File: src/rtl/dev_debug_pkg.sv
// dev_debug_pkg: shared register map and status layout for the dev_debug blocks
package dev_debug_pkg;
    localparam logic [7:0]  DEV_DBG_ADDR_DATA  = 8'h00;
    localparam logic [7:0]  DEV_DBG_ADDR_STAT  = 8'h04;
    localparam logic [7:0]  DEV_DBG_ADDR_TOTAL = 8'h08;
    localparam logic [31:0] DEV_DBG_BADREAD    = 32'hDEAD_BEEF;
    localparam int STAT_EMPTY = 16;
    localparam int STAT_FULL  = 17;
    localparam int STAT_OVF   = 18;

    function automatic logic [31:0] stat_word(input logic ovf, input logic full, input logic empty,
                                              input logic [15:0] count);
        logic [31:0] w;
        w = {16'h0, count};
        w[STAT_EMPTY] = empty;
        w[STAT_FULL]  = full;
        w[STAT_OVF]   = ovf;
        return w;
    endfunction
endpackage

File: src/rtl/dev_debug_output_if.sv
// dev_debug_output_if: CPU device-bus and host drain-port signals of the debug output device
interface dev_debug_output_if;
    logic [31:0] dev_out;
    logic [31:0] dev_in;
    logic [7:0]  dev_addr;
    logic        we;
    logic [31:0] out_data;
    logic        out_valid;
    logic        out_ready;
    modport master (input dev_out, out_data, out_valid, output dev_in, dev_addr, we, out_ready);
    modport slave  (output dev_out, out_data, out_valid, input dev_in, dev_addr, we, out_ready);
endinterface

File: src/rtl/sync_fifo.sv
// sync_fifo: single-clock FIFO; caller only asserts push/pop when they are legal
module sync_fifo #(
    parameter int W     = 32,
    parameter int DEPTH = 16,
    parameter int AW    = 4
) (
    input  logic          clk,
    input  logic          rst,
    input  logic          push,
    input  logic [W-1:0]  din,
    input  logic          pop,
    output logic [W-1:0]  dout,
    output logic [AW:0]   count,
    output logic          full,
    output logic          empty
);
    logic [W-1:0]  r_mem [DEPTH];
    logic [AW-1:0] r_wr_ptr;
    logic [AW-1:0] r_rd_ptr;
    logic [AW:0]   r_count;

    always_ff @(posedge clk or posedge rst) begin
        if (rst) begin
            r_wr_ptr <= '0;
            r_rd_ptr <= '0;
            r_count  <= '0;
        end else begin
            if (push) r_wr_ptr <= r_wr_ptr + AW'(1);
            if (pop) r_rd_ptr <= r_rd_ptr + AW'(1);
            r_count <= r_count + (AW+1)'(push) - (AW+1)'(pop);
        end
    end

    // storage is deliberately left unreset; dout is ignored while empty
    always_ff @(posedge clk) begin
        if (push) r_mem[r_wr_ptr] <= din;
    end

    assign dout  = r_mem[r_rd_ptr];
    assign count = r_count;
    assign full  = r_count == (AW+1)'(DEPTH);
    assign empty = r_count == '0;
endmodule

File: src/rtl/dev_debug_output.sv
// dev_debug_output: CPU stores queued in a FIFO and drained by a host valid/ready port
module dev_debug_output
    import dev_debug_pkg::*;
#(
    parameter int DEPTH = 16,
    parameter int AW    = 4
) (
    input  logic               clk,
    input  logic               rst,
    dev_debug_output_if.slave  bus
);
    logic          w_push_req;
    logic          w_push;
    logic          w_pop;
    logic          w_full;
    logic          w_empty;
    logic          w_clr;
    logic [AW:0]   w_count;
    logic [31:0]   w_head;
    logic          r_ovf;
    logic [31:0]   r_total;

    assign w_pop      = !w_empty && bus.out_ready;
    assign w_push_req = bus.we && bus.dev_addr == DEV_DBG_ADDR_DATA;
    assign w_push     = w_push_req && (!w_full || w_pop);
    assign w_clr      = bus.we && bus.dev_addr == DEV_DBG_ADDR_STAT;

    sync_fifo #(.W(32), .DEPTH(DEPTH), .AW(AW)) u_fifo (
        .clk   (clk),
        .rst   (rst),
        .push  (w_push),
        .din   (bus.dev_in),
        .pop   (w_pop),
        .dout  (w_head),
        .count (w_count),
        .full  (w_full),
        .empty (w_empty)
    );

    // a dropped push sets overflow even when a clear lands in the same cycle
    always_ff @(posedge clk or posedge rst) begin
        if (rst) begin
            r_ovf   <= 1'b0;
            r_total <= '0;
        end else begin
            r_ovf   <= (w_push_req && !w_push) || (r_ovf && !w_clr);
            r_total <= r_total + 32'(w_push);
        end
    end

    assign bus.out_valid = !w_empty;
    assign bus.out_data  = w_head;

    always_comb begin
        bus.dev_out = bus.dev_addr == DEV_DBG_ADDR_DATA  ? (w_empty ? 32'h0 : w_head) :
                      bus.dev_addr == DEV_DBG_ADDR_STAT  ? stat_word(r_ovf, w_full, w_empty, 16'(w_count)) :
                      bus.dev_addr == DEV_DBG_ADDR_TOTAL ? r_total : DEV_DBG_BADREAD;
    end
endmodule

File: src/flat_wrapper.sv
// flat-port wrapper written by rule: the top's interface ports become plain ports
module dev_debug_output_flat import dev_debug_pkg::*;
#(
    parameter int DEPTH = 16,
    parameter int AW    = 4
)
  (clk, rst, bus_dev_out, bus_out_data, bus_out_valid, bus_dev_in, bus_dev_addr, bus_we, bus_out_ready);
  dev_debug_output_if bus_i ();
  input  logic clk;
  input  logic rst;
  output wire logic [$bits(bus_i.dev_out)-1:0] bus_dev_out;
  output wire logic [$bits(bus_i.out_data)-1:0] bus_out_data;
  output wire logic [$bits(bus_i.out_valid)-1:0] bus_out_valid;
  input wire logic [$bits(bus_i.dev_in)-1:0] bus_dev_in;
  input wire logic [$bits(bus_i.dev_addr)-1:0] bus_dev_addr;
  input wire logic [$bits(bus_i.we)-1:0] bus_we;
  input wire logic [$bits(bus_i.out_ready)-1:0] bus_out_ready;
  assign bus_dev_out = bus_i.dev_out;
  assign bus_out_data = bus_i.out_data;
  assign bus_out_valid = bus_i.out_valid;
  assign bus_i.dev_in = bus_dev_in;
  assign bus_i.dev_addr = bus_dev_addr;
  assign bus_i.we = bus_we;
  assign bus_i.out_ready = bus_out_ready;
  dev_debug_output #(.DEPTH(DEPTH), .AW(AW)) u_core (.clk(clk), .rst(rst), .bus(bus_i));
endmodule
File: config.mk
export PLATFORM = sky130hd
export DESIGN_NAME = dev_debug_output_flat
export DESIGN_NICKNAME = d
export VERILOG_FILES = /design/src/rtl/dev_debug_pkg.sv /design/src/rtl/dev_debug_output_if.sv /design/src/rtl/sync_fifo.sv /design/src/rtl/dev_debug_output.sv /design/src/flat_wrapper.sv
export SDC_FILE = /design/constraint.sdc
export NUM_CORES = 1
export LEC_CHECK = 0
export CORE_MARGIN = 8
export CORE_UTILIZATION = 60
export CTS_CLUSTER_DIAMETER = 80
export DETAILED_ROUTE_END_ITERATION = 8
export PLACE_DENSITY = 0.82
export SYNTH_ARGS = -nofsm -noshare
export SYNTH_HDL_FRONTEND = slang
export SYNTH_SLANG_ARGS = --single-unit
File: constraint.sdc
create_clock -name clk -period 5.2 [get_ports clk]
set_input_delay 1.56 -clock clk [delete_from_list [all_inputs] [get_ports clk]]
set_output_delay 1.56 -clock clk [all_outputs]
set_load 0.03 [all_outputs]
After elaboration in Yosys (flattened, before gate mapping)
Memory sizes are Yosys's and may differ from the RTL's.
Index checks and enable logic that the tools add are counted.
{"block": "word_totals", "mem_count": 1, "wordCells": 34, "out_inout_bits": 65, "mem_bits_rw": 512, "reg_bits": 46}
{"name": "u_core.u_fifo.r_mem", "words": 16, "word_bits": 32, "rd": 1, "rd_clocked_by_memory_dff": 0, "write_ports": 1, "line_no": "sync_fifo.sv:17", "source": "logic [W-1:0] r_mem [DEPTH];"}
{"block": "op_classes", "n_mux": 6, "n_reduce_logical": 14, "add_sub_neg": 5, "n_eq_ne": 3}
{"op": "32-bit 2-to-1 mux", "n": 4}
{"op": "32-bit by 1-bit adder with 32-bit output", "n": 1}
{"op": "4-bit by 1-bit adder with 4-bit output, second input constant", "n": 2}
{"op": "8-bit by 3-bit equality test with 1-bit output, second input constant", "n": 1}
{"op": "8-bit by 4-bit equality test with 1-bit output, second input constant", "n": 1}
{"op": "8-bit zero test", "n": 1}
{"op": "1-bit logical AND", "n": 6}
{"op": "5-bit by 1-bit adder with 5-bit output", "n": 1}
{"op": "5-bit equality test, second input constant", "n": 1}
{"op": "5-bit zero test", "n": 1}
{"op": "5-bit by 1-bit subtractor with 5-bit output", "n": 1}
{"op": "1-bit zero test", "n": 4}
{"op": "1-bit logical OR", "n": 2}
{"op": "1-bit 2-to-1 mux", "n": 2}

Depth between registers and ports, before layout
Gate-level depths: netlist of the first run.
{"block": "depth", "word_depth": 8, "depth_mapped": 14, "depth_no_buf": 12}

Modules after synthesis
Synthesis of the first run repeated with hierarchy kept, for this count alone.
{"block": "unflattened", "cells_unflattened": 1084, "area_unflattened_um2": 21969.8}
{"module": "sync_fifo", "cells_per_inst": 866, "instances": 1, "seq_area_each_um2": 15700.1, "area_each_um2": 19942.9}
{"module": "dev_debug_output", "cells_per_inst": 218, "instances": 1, "seq_area_each_um2": 825.8, "area_each_um2": 2026.9}

Worst setup path after synthesis of the first run
Ideal clock, no wire load.
{"block": "synth_timing", "kind": "input to output", "from": "input bus_dev_addr[1]", "to": "output bus_dev_out[0]", "slack_ps": 462, "stages": 5, "t_required_ps": 3640, "t_arrival_ps": 3178, "cell_sequence": "nor4_2 -> nand4_2 -> buf_2 -> or2_1 -> o221ai_1"}
{"block": "synth_via", "elab_chain_cells": 4}
{"item": "start: declaration", "line_no": "flat_wrapper.sv:15", "source": "input wire logic [$bits(bus_i.dev_addr)-1:0] bus_dev_addr;"}
{"item": "8-bit by 4-bit equality test with 1-bit output", "line_no": "dev_debug_output.sv:57", "source": "bus.dev_addr == DEV_DBG_ADDR_TOTAL ? r_total : DEV_DBG_BADREAD;"}
{"item": "32-bit 2-to-1 mux", "line_no": "dev_debug_output.sv:57"}
{"item": "32-bit 2-to-1 mux", "line_no": "dev_debug_output.sv:56", "source": "bus.dev_addr == DEV_DBG_ADDR_STAT ? stat_word(r_ovf, w_full, w_empty, 16'(w_count)) :"}
{"item": "32-bit 2-to-1 mux *", "line_no": "dev_debug_output.sv:55", "source": "bus.dev_out = bus.dev_addr == DEV_DBG_ADDR_DATA ? (w_empty ? 32'h0 : w_head) :"}
{"item": "end: declaration", "line_no": "flat_wrapper.sv:11", "source": "output wire logic [$bits(bus_i.dev_out)-1:0] bus_dev_out;"}
Every way passes the cells marked *; elsewhere a longest branch is shown, timed or not.

Worst setup path in the final report of the first run
{"block": "layout_timing", "from": "input bus_dev_addr[1]", "to": "output bus_dev_out[7]"}
Same word-level chain as after synthesis.

==> impl_metrics.py, run 1 <==
metrics = {
    "grt": {
        "grt_pass1_wl_um": 80700,
        "grtUsageMet1_pct": 31.7,
        "grt_busiest_layer": "met2",
        "grt_max_degree": 59,
        "grt_pass1_vias": 12700,
        "antenna_found_initial": 1,
        "track_usage_pct": 24.5,
        "gr-total-overflow": 0,
        "use_met3_pct": 4.75,
        "grt_util_met2_pct": 41.4,
    },
    "clocking": {
        "clk_latency_ns": 0.58,
        "clock-root-buffer": "clkbuf_16",
        "clkTransAtPathRegs_ns": 0.06,
        "postCtsHoldBufs": 0,
        "cts_buffer_depth": 3,
        "cts_buffers": 53,
        "cts_tree": "built",
        "post_cts_buffers": 0,
        "cts_max_level": 2,
        "cts.sinks": 558,
    },
    "min_path": {
        "holdPathEnd": "u_core.r_total[31]",
        "hold_path_startpoint": "u_core.r_total[31]",
        "hold_path_class": "register to register",
        "whs_path_depth": 1,
    },
    "final_layout": {
        "fill_cells": 2173,
        "diodes": 0,
        "multiInputGateArea_um2": 5850,
        "drive_above_1_share_pct": 25.2,
        "fin_util_pct": 72.0,
        "seq_area_um2": 16500,
        "syn2layout_area_growth_pct": 18.6,
        "nNetsFinal": 1393,
    },
    "synthesis": {
        "synth_commonest_cells": "edfxtp_1 (512), mux4_2 (128), mux2i_1 (83), dfrtp_1 (46), or3_1 (39)",
        "synth-edff-count": 512,
        "synthCells": 1167,
        "synth_seq_cells": 558,
        "synth_area_leaders": "edfxtp_1 (68%), mux4_2 (13%), dfrtp_1 (5.1%), mux2i_1 (3.7%), or3_1 (1.1%)",
        "synthArstFlopShare_pct": 8.24,
        "yosys.area.top_type_share_pct": 67.6,
        "yosys_most_used_dff": "edfxtp_1",
        "synth.most_common_cell": "edfxtp_1",
        "seq_area_frac_synth_pct": 72.7,
        "synth.avg_cell_area_um2": 19.5,
        "synthesis.nets": 1226,
        "synth_cell_types": 48,
        "synth_top_area_cell": "edfxtp_1",
        "mappedNetlistArea_um2": 22700,
        "ys_warn_count": 0,
    },
    "timing": {
        "final-setup-viol-count": 0,
        "fin_tns_setup_ns": 0,
        "rsz0062_at_grt": "no",
        "max_slew_margin_pct": 32.1,
        "finalMaxSlewViolations": 0,
        "min_period_ns": 5.10,
        "final.period_utilization_pct": 98.2,
        "skew_ns": 0.0186,
        "worstMarginPinSlew_ns": 1.02,
        "hold_violations": 0,
        "fmax_ghz": 0.196,
    },
    "floorplan": {
        "core_um2": 37500,
        "die_h_um": 211,
        "rows": 71,
        "initial_core_util_pct": 60.7,
        "io_pins": 109,
        "die_w_um": 211,
        "die_area_um2": 44400,
    },
    "worst_setup_path": {
        "cp.required_ns": 3.64,
        "cp_slowest_cell": "clkdlybuf4s50_1",
        "crit_top_cell": "buf_4",
        "endpoint_kind": "output pin",
        "worstPathMaxFanout": 17,
        "cp_data_arrival_time_ns": 3.54,
        "r2r_setup_slack_ns": 2.11,
        "crit_chain": "clkdlybuf4s50_1, nor4_2, buf_4, nand3_1, buf_4, or3_1, nand4_1, buf_12",
        "cp-startpoint": "bus_dev_addr[1]",
        "reg2reg_to": "u_core.u_fifo.count[4]",
        "cp_slowest_stage_delay_ns": 0.42,
        "crit_path_start_kind": "primary input",
        "critPathKind": "primary input to output pin",
        "reg2reg_from": "u_core.u_fifo.count[2]",
        "rr_worst_depth": 12,
    },
    "route": {
        "firstDrtPassIters": 5,
        "wire_per_inst_um": 28.5,
        "vias_per_cell": 6.45,
        "vias": 12200,
        "drc": 0,
        "wirelength_um": 53900,
        "drt.antenna.violating_nets": 0,
        "drtIter0Drc": 1415,
    },
    "run_status": {
        "status": "finished, final reports clean",
    },
    "placed_design": {
        "place_congestion": 0.865,
        "port_buffers": 108,
        "dp_hpwl_um": 33500,
    },
    "pwr": {
        "total_leakage_power_nw": 9.23,
        "p_per_area_nw_per_um2": 477,
        "ir_drop_mv": 0.424,
    },
    "flow_run": {
        "cap_violations": 0,
    },
}
[stage by stage]
stage          power, mW  instance area, µm²  hold WS [ns]  setup slack, ns  std cells
6_report            12.9               27000         0.492           0.0962       1889
5_1_grt             13.3               27000         0.516           0.0335       1889
4_1_cts             12.9               27000         0.484           0.0389       1889
3_5_place_dp        9.17               25300         0.459           0.0507       1790
3_3_place_gp        9.11               25300         0.453           0.0448       1790
2_1_floorplan       7.93               22700         0.436            0.462       1167
[layout make-up]
| type | count | area share [%] |
|---|---|---|
| clock buffers | 68 | 5.43 |
| multi-input cells | 525 | 21.7 |
| inverters | 17 | 0.237 |
| well taps | 511 | 2.37 |
| flip-flops and latches | 558 | 61.3 |
| repair buffers | 179 | 8.05 |
| clock inverters | 31 | 0.928 |
[repair_timing]
action / 4_1_cts / 5_1_grt
setup endpoints to repair: 0 / 5
resized for setup: 0 / 1
hold endpoints to repair: 0 / 0
[power breakdown]
part / switching [mW] / total, mW / internal, mW
registers: 0.232 / 5.18 / 4.95
clock network: 1.62 / 3.80 / 2.18
logic: 2.04 / 3.89 / 1.85
total: 3.89 / 12.9 / 8.98
[registers in the layout, summed over array words and instances, names as in the netlist]
register                count
u_core.u_fifo.r_mem       512
u_core.r_total             32
u_core.u_fifo.count         5
u_core.u_fifo.r_rd_ptr      4
u_core.u_fifo.r_wr_ptr      4
u_core.r_ovf                1
[critical path, delay by kind of cell]
family / cells / cell delay [ns]
AND/OR/NAND/NOR: 4 / 0.96
buffers and inverters: 4 / 1.00
[cell families (layout without fill, tap and decap cells)]
kind of cell / after synthesis / count (layout) / synth area share, %
AND/OR/NAND/NOR: 195 / 195 / 4.94
buffers and inverters: 84 / 295 / 1.74
flip-flops: 558 / 558 / 72.7
XOR/XNOR: 40 / 40 / 1.54
multiplexers: 219 / 219 / 16.7
AO/OA/AOI/OAI: 56 / 56 / 1.55
adder cells (fa/ha/maj): 15 / 15 / 0.858
[worst max-delay path by stage]
stage               cells past startpoint              end
floorplan                               5   bus_dev_out[0]
global placement                        8  bus_dev_out[16]
detailed placement                      8  bus_dev_out[16]
CTS                                     8  bus_dev_out[16]
global route                            8   bus_dev_out[7]
finish                                  8   bus_dev_out[7]
[routing by layer]
layer	wire length (µm)	part of all wire, %	up-vias
li1	-	-	5084
met1	19500	36	6297
met2	27600	51	695
met3	4980	9.2	113
met4	1780	3.3	2
met5	13	0.024	-
[layout by cell type, fill, tap and decap left out, drive strengths merged, types with 2 or more instances in the layout]
| cell | Yosys | routed |
|---|---|---|
| a211o | 3 | 3 |
| and2 | 11 | 11 |
| o21a | 3 | 3 |
| nand3 | 9 | 9 |
| o21ai | 29 | 29 |
| clkbuf | 29 | 68 |
| nor2 | 22 | 22 |
| and3 | 14 | 14 |
| dfrtp | 46 | 46 |
| o221ai | 5 | 5 |
| buf | 38 | 103 |
| xor2 | 24 | 24 |
| mux4 | 128 | 128 |
| mux2 | 8 | 8 |
| inv | 17 | 18 |
| nor4 | 11 | 11 |
| nor2b | 3 | 3 |
| or3 | 39 | 39 |
| a21oi | 7 | 7 |
| edfxtp | 512 | 512 |
| nand4 | 26 | 26 |
| nand2b | 2 | 2 |
| xnor2 | 16 | 16 |
| nand2 | 29 | 29 |
| a221o | 4 | 4 |
| clkinv | 0 | 25 |
| bufinv | 0 | 4 |
| nor3 | 20 | 20 |
| or2 | 2 | 2 |
| clkdlybuf4s50 | 0 | 76 |
| ha | 14 | 14 |
| and4 | 4 | 4 |
| a41oi | 2 | 2 |
| mux2i | 83 | 83 |
No activity file was read; power rests on OpenSTA's default activity.
==> run 2: changes to the inputs <==
--- a/config.mk
+++ b/config.mk
@@ -5,8 +5,9 @@
 export SDC_FILE = /design/constraint.sdc
 export NUM_CORES = 1
 export LEC_CHECK = 0
-export CORE_MARGIN = 8
+export CORE_MARGIN = 2
 export CORE_UTILIZATION = 60
+export CTS_BUF_LIST = sky130_fd_sc_hd__clkbuf_16
 export CTS_CLUSTER_DIAMETER = 80
 export DETAILED_ROUTE_END_ITERATION = 8
 export PLACE_DENSITY = 0.82
==> run 2 against run 1 <==
Wire length increased by 1.5%. Maximum frequency fell by 0.73%. Clock skew shrank 0.0019 ns. Register-to-register slack got worse by 0.10 ns. Global-route usage grew 3.8 points. Critical endpoint is now bus_dev_out[19]. Largest cell class unchanged.
==> impl_metrics.py, run 2 (synthesis results as in run 1) <==
metrics = {
    "run_status": {
        "status": "finished, final reports clean",
    },
    "pwr": {
        "seq_power_share_pct": 39.7,
        "total_leakage_power_nw": 9.21,
        "p_int_mw": 9.07,
        "ir_drop_mv": 0.513,
        "netSwitchingFraction_pct": 30.1,
        "power_switching_mw": 3.90,
        "p_per_area_nw_per_um2": 484,
        "pwr-share-clk_pct": 30.1,
        "p_total_mw": 13.0,
        "p_comb_share_pct": 30.1,
    },
    "worst_setup_path": {
        "cp_slowest_stage_delay_ns": 0.53,
        "cp_data_arrival_time_ns": 3.58,
        "crit_path_start_kind": "primary input",
        "cp_top_family": "simple AND/OR/NAND/NOR gates",
        "r2r_setup_slack_ns": 2.01,
        "cp-startpoint": "bus_dev_addr[2]",
        "cp_num_cells": 7,
        "reg2reg_from": "u_core.u_fifo.count[3]",
        "cp.required_ns": 3.64,
        "endpoint_kind": "output pin",
        "critPathBufInv": 3,
        "reg2reg_to": "u_core.u_fifo.count[4]",
        "crit_top_cell": "buf_12",
        "critPathKind": "primary input to output pin",
        "cp-endpoint": "bus_dev_out[19]",
        "worstPathMaxFanout": 27,
        "crit_chain": "clkdlybuf4s50_1, nor2_1, nand4_2, buf_12, or3_1, nand4_1, buf_12",
        "rr_worst_depth": 12,
        "cp_slowest_cell": "clkdlybuf4s50_1",
    },
    "placed_design": {
        "place_congestion": 0.865,
        "dp_hpwl_um": 31500,
        "port_buffers": 108,
    },
    "route": {
        "vias_per_cell": 6.56,
        "wirelength_um": 54700,
        "drt.antenna.violating_nets": 0,
        "firstDrtPassIters": 6,
        "drtIter0Drc": 1379,
        "drc": 0,
        "wire_per_inst_um": 29.2,
        "vias": 12300,
    },
    "clocking": {
        "post_cts_buffers": 0,
        "cts_tree": "built",
        "cts_max_level": 2,
        "postCtsHoldBufs": 0,
        "clock-root-buffer": "clkbuf_16",
        "cts.sinks": 558,
        "clkTransAtPathRegs_ns": 0.06,
        "clk_latency_ns": 0.58,
        "cts_buffers": 54,
        "cts_buffer_depth": 3,
    },
    "floorplan": {
        "initial_core_util_pct": 60.7,
        "io_pins": 109,
        "core_um2": 37500,
        "die_h_um": 199,
        "die_w_um": 199,
        "die_area_um2": 39500,
        "rows": 71,
    },
    "final_layout": {
        "largest_reg_flops": 512,
        "multiInputGateArea_um2": 5860,
        "fin_util_pct": 71.5,
        "top_register": "u_core.u_fifo.r_mem",
        "seq_area_um2": 16500,
        "drive_above_1_share_pct": 24.1,
        "diodes": 0,
        "nNetsFinal": 1380,
        "final_common_cell": "edfxtp_1",
        "fill_cells": 2116,
        "syn2layout_area_growth_pct": 17.9,
        "layout_common_cells": "edfxtp_1 (512), mux4_2 (128), mux2i_1 (83)",
    },
    "timing": {
        "min_period_ns": 5.14,
        "final.period_utilization_pct": 98.9,
        "max_slew_margin_pct": 31.5,
        "skew_ns": 0.0167,
        "fin_tns_setup_ns": 0,
        "rsz0062_at_grt": "no",
        "holdWs_ns": 0.516,
        "worstMarginPinSlew_ns": 1.03,
        "fmax_ghz": 0.194,
        "finalMaxSlewViolations": 0,
        "final-setup-viol-count": 0,
        "hold_violations": 0,
    },
    "grt": {
        "track_usage_pct": 28.3,
        "gr-total-overflow": 0,
        "grt_max_degree": 55,
        "grt_pass1_wl_um": 79600,
        "antenna_found_initial": 0,
        "grt_pass1_vias": 12600,
    },
    "flow_run": {
        "cap_violations": 0,
    },
    "min_path": {
        "hold_path_class": "register to register",
    },
}
run 2: changes by cell type in the layout (fill, tap and decap cells not counted), moves of 3 or more:
cell,before,now
buf_12,51,39
buf_4,52,48
bufinv_16,4,7
clkbuf_1,9,0
clkbuf_16,55,58
clkbuf_8,4,0
clkinv_2,12,9
inv_1,16,28
run 2: layout make-up:
cell class | count | share of cell area (%)
Clock buffer | 57 | 5.32
Clock inverter | 41 | 1.30
Inverter | 17 | 0.238
Multi-Input combinational cell | 525 | 21.8
Sequential cell | 558 | 61.7
Tap cell | 511 | 2.38
Timing Repair Buffer | 165 | 7.24
run 2: layer usage:
layer	track usage, %	wire length [µm]
met1	38.1	20100
met2	47.2	27900
met3	4.10	4360
met4	11.6	2250
met5	0	0
run 2: power by group through the flow:
stage / Sequential (mW) / Combinational, mW / Clock (mW)
global placement: 5.24 / 3.83 / 0
CTS: 5.16 / 3.94 / 3.94
detailed placement: 5.25 / 3.88 / 0
finish: 5.15 / 3.91 / 3.91
floorplan: 5.06 / 2.87 / 0
global route: 5.18 / 4.12 / 4.10
run 2: repair_timing:
| action | in CTS | in global routing |
|---|---|---|
| setup endpoints to repair | 0 | 2 |
| endpoints found under the hold margin | 0 | 0 |
| resized for setup | 0 | 4 |
run 2: worst min path at each step:
stage / from / end / slack (ns) / cells past startpoint
floorplan: u_core.r_total[31] / u_core.r_total[31] / 0.44 / 1
global placement: u_core.r_total[31] / u_core.r_total[31] / 0.46 / 1
detailed placement: u_core.r_total[31] / u_core.r_total[31] / 0.47 / 1
CTS: u_core.r_total[31] / u_core.r_total[31] / 0.48 / 1
global route: u_core.r_total[5] / u_core.r_total[5] / 0.52 / 1
finish: u_core.r_total[5] / u_core.r_total[5] / 0.52 / 1
run 2: metrics by stage:
| stage | cells | cell area (µm²) | setup slack, ns |
|---|---|---|---|
| 2_1_floorplan | 1167 | 22700 | 0.462 |
| 3_3_place_gp | 1775 | 25000 | 0.133 |
| 3_5_place_dp | 1775 | 25000 | 0.0885 |
| 4_1_cts | 1873 | 26800 | 0.0416 |
| 5_1_grt | 1874 | 26800 | 0.0172 |
| 6_report | 1874 | 26800 | 0.0585 |
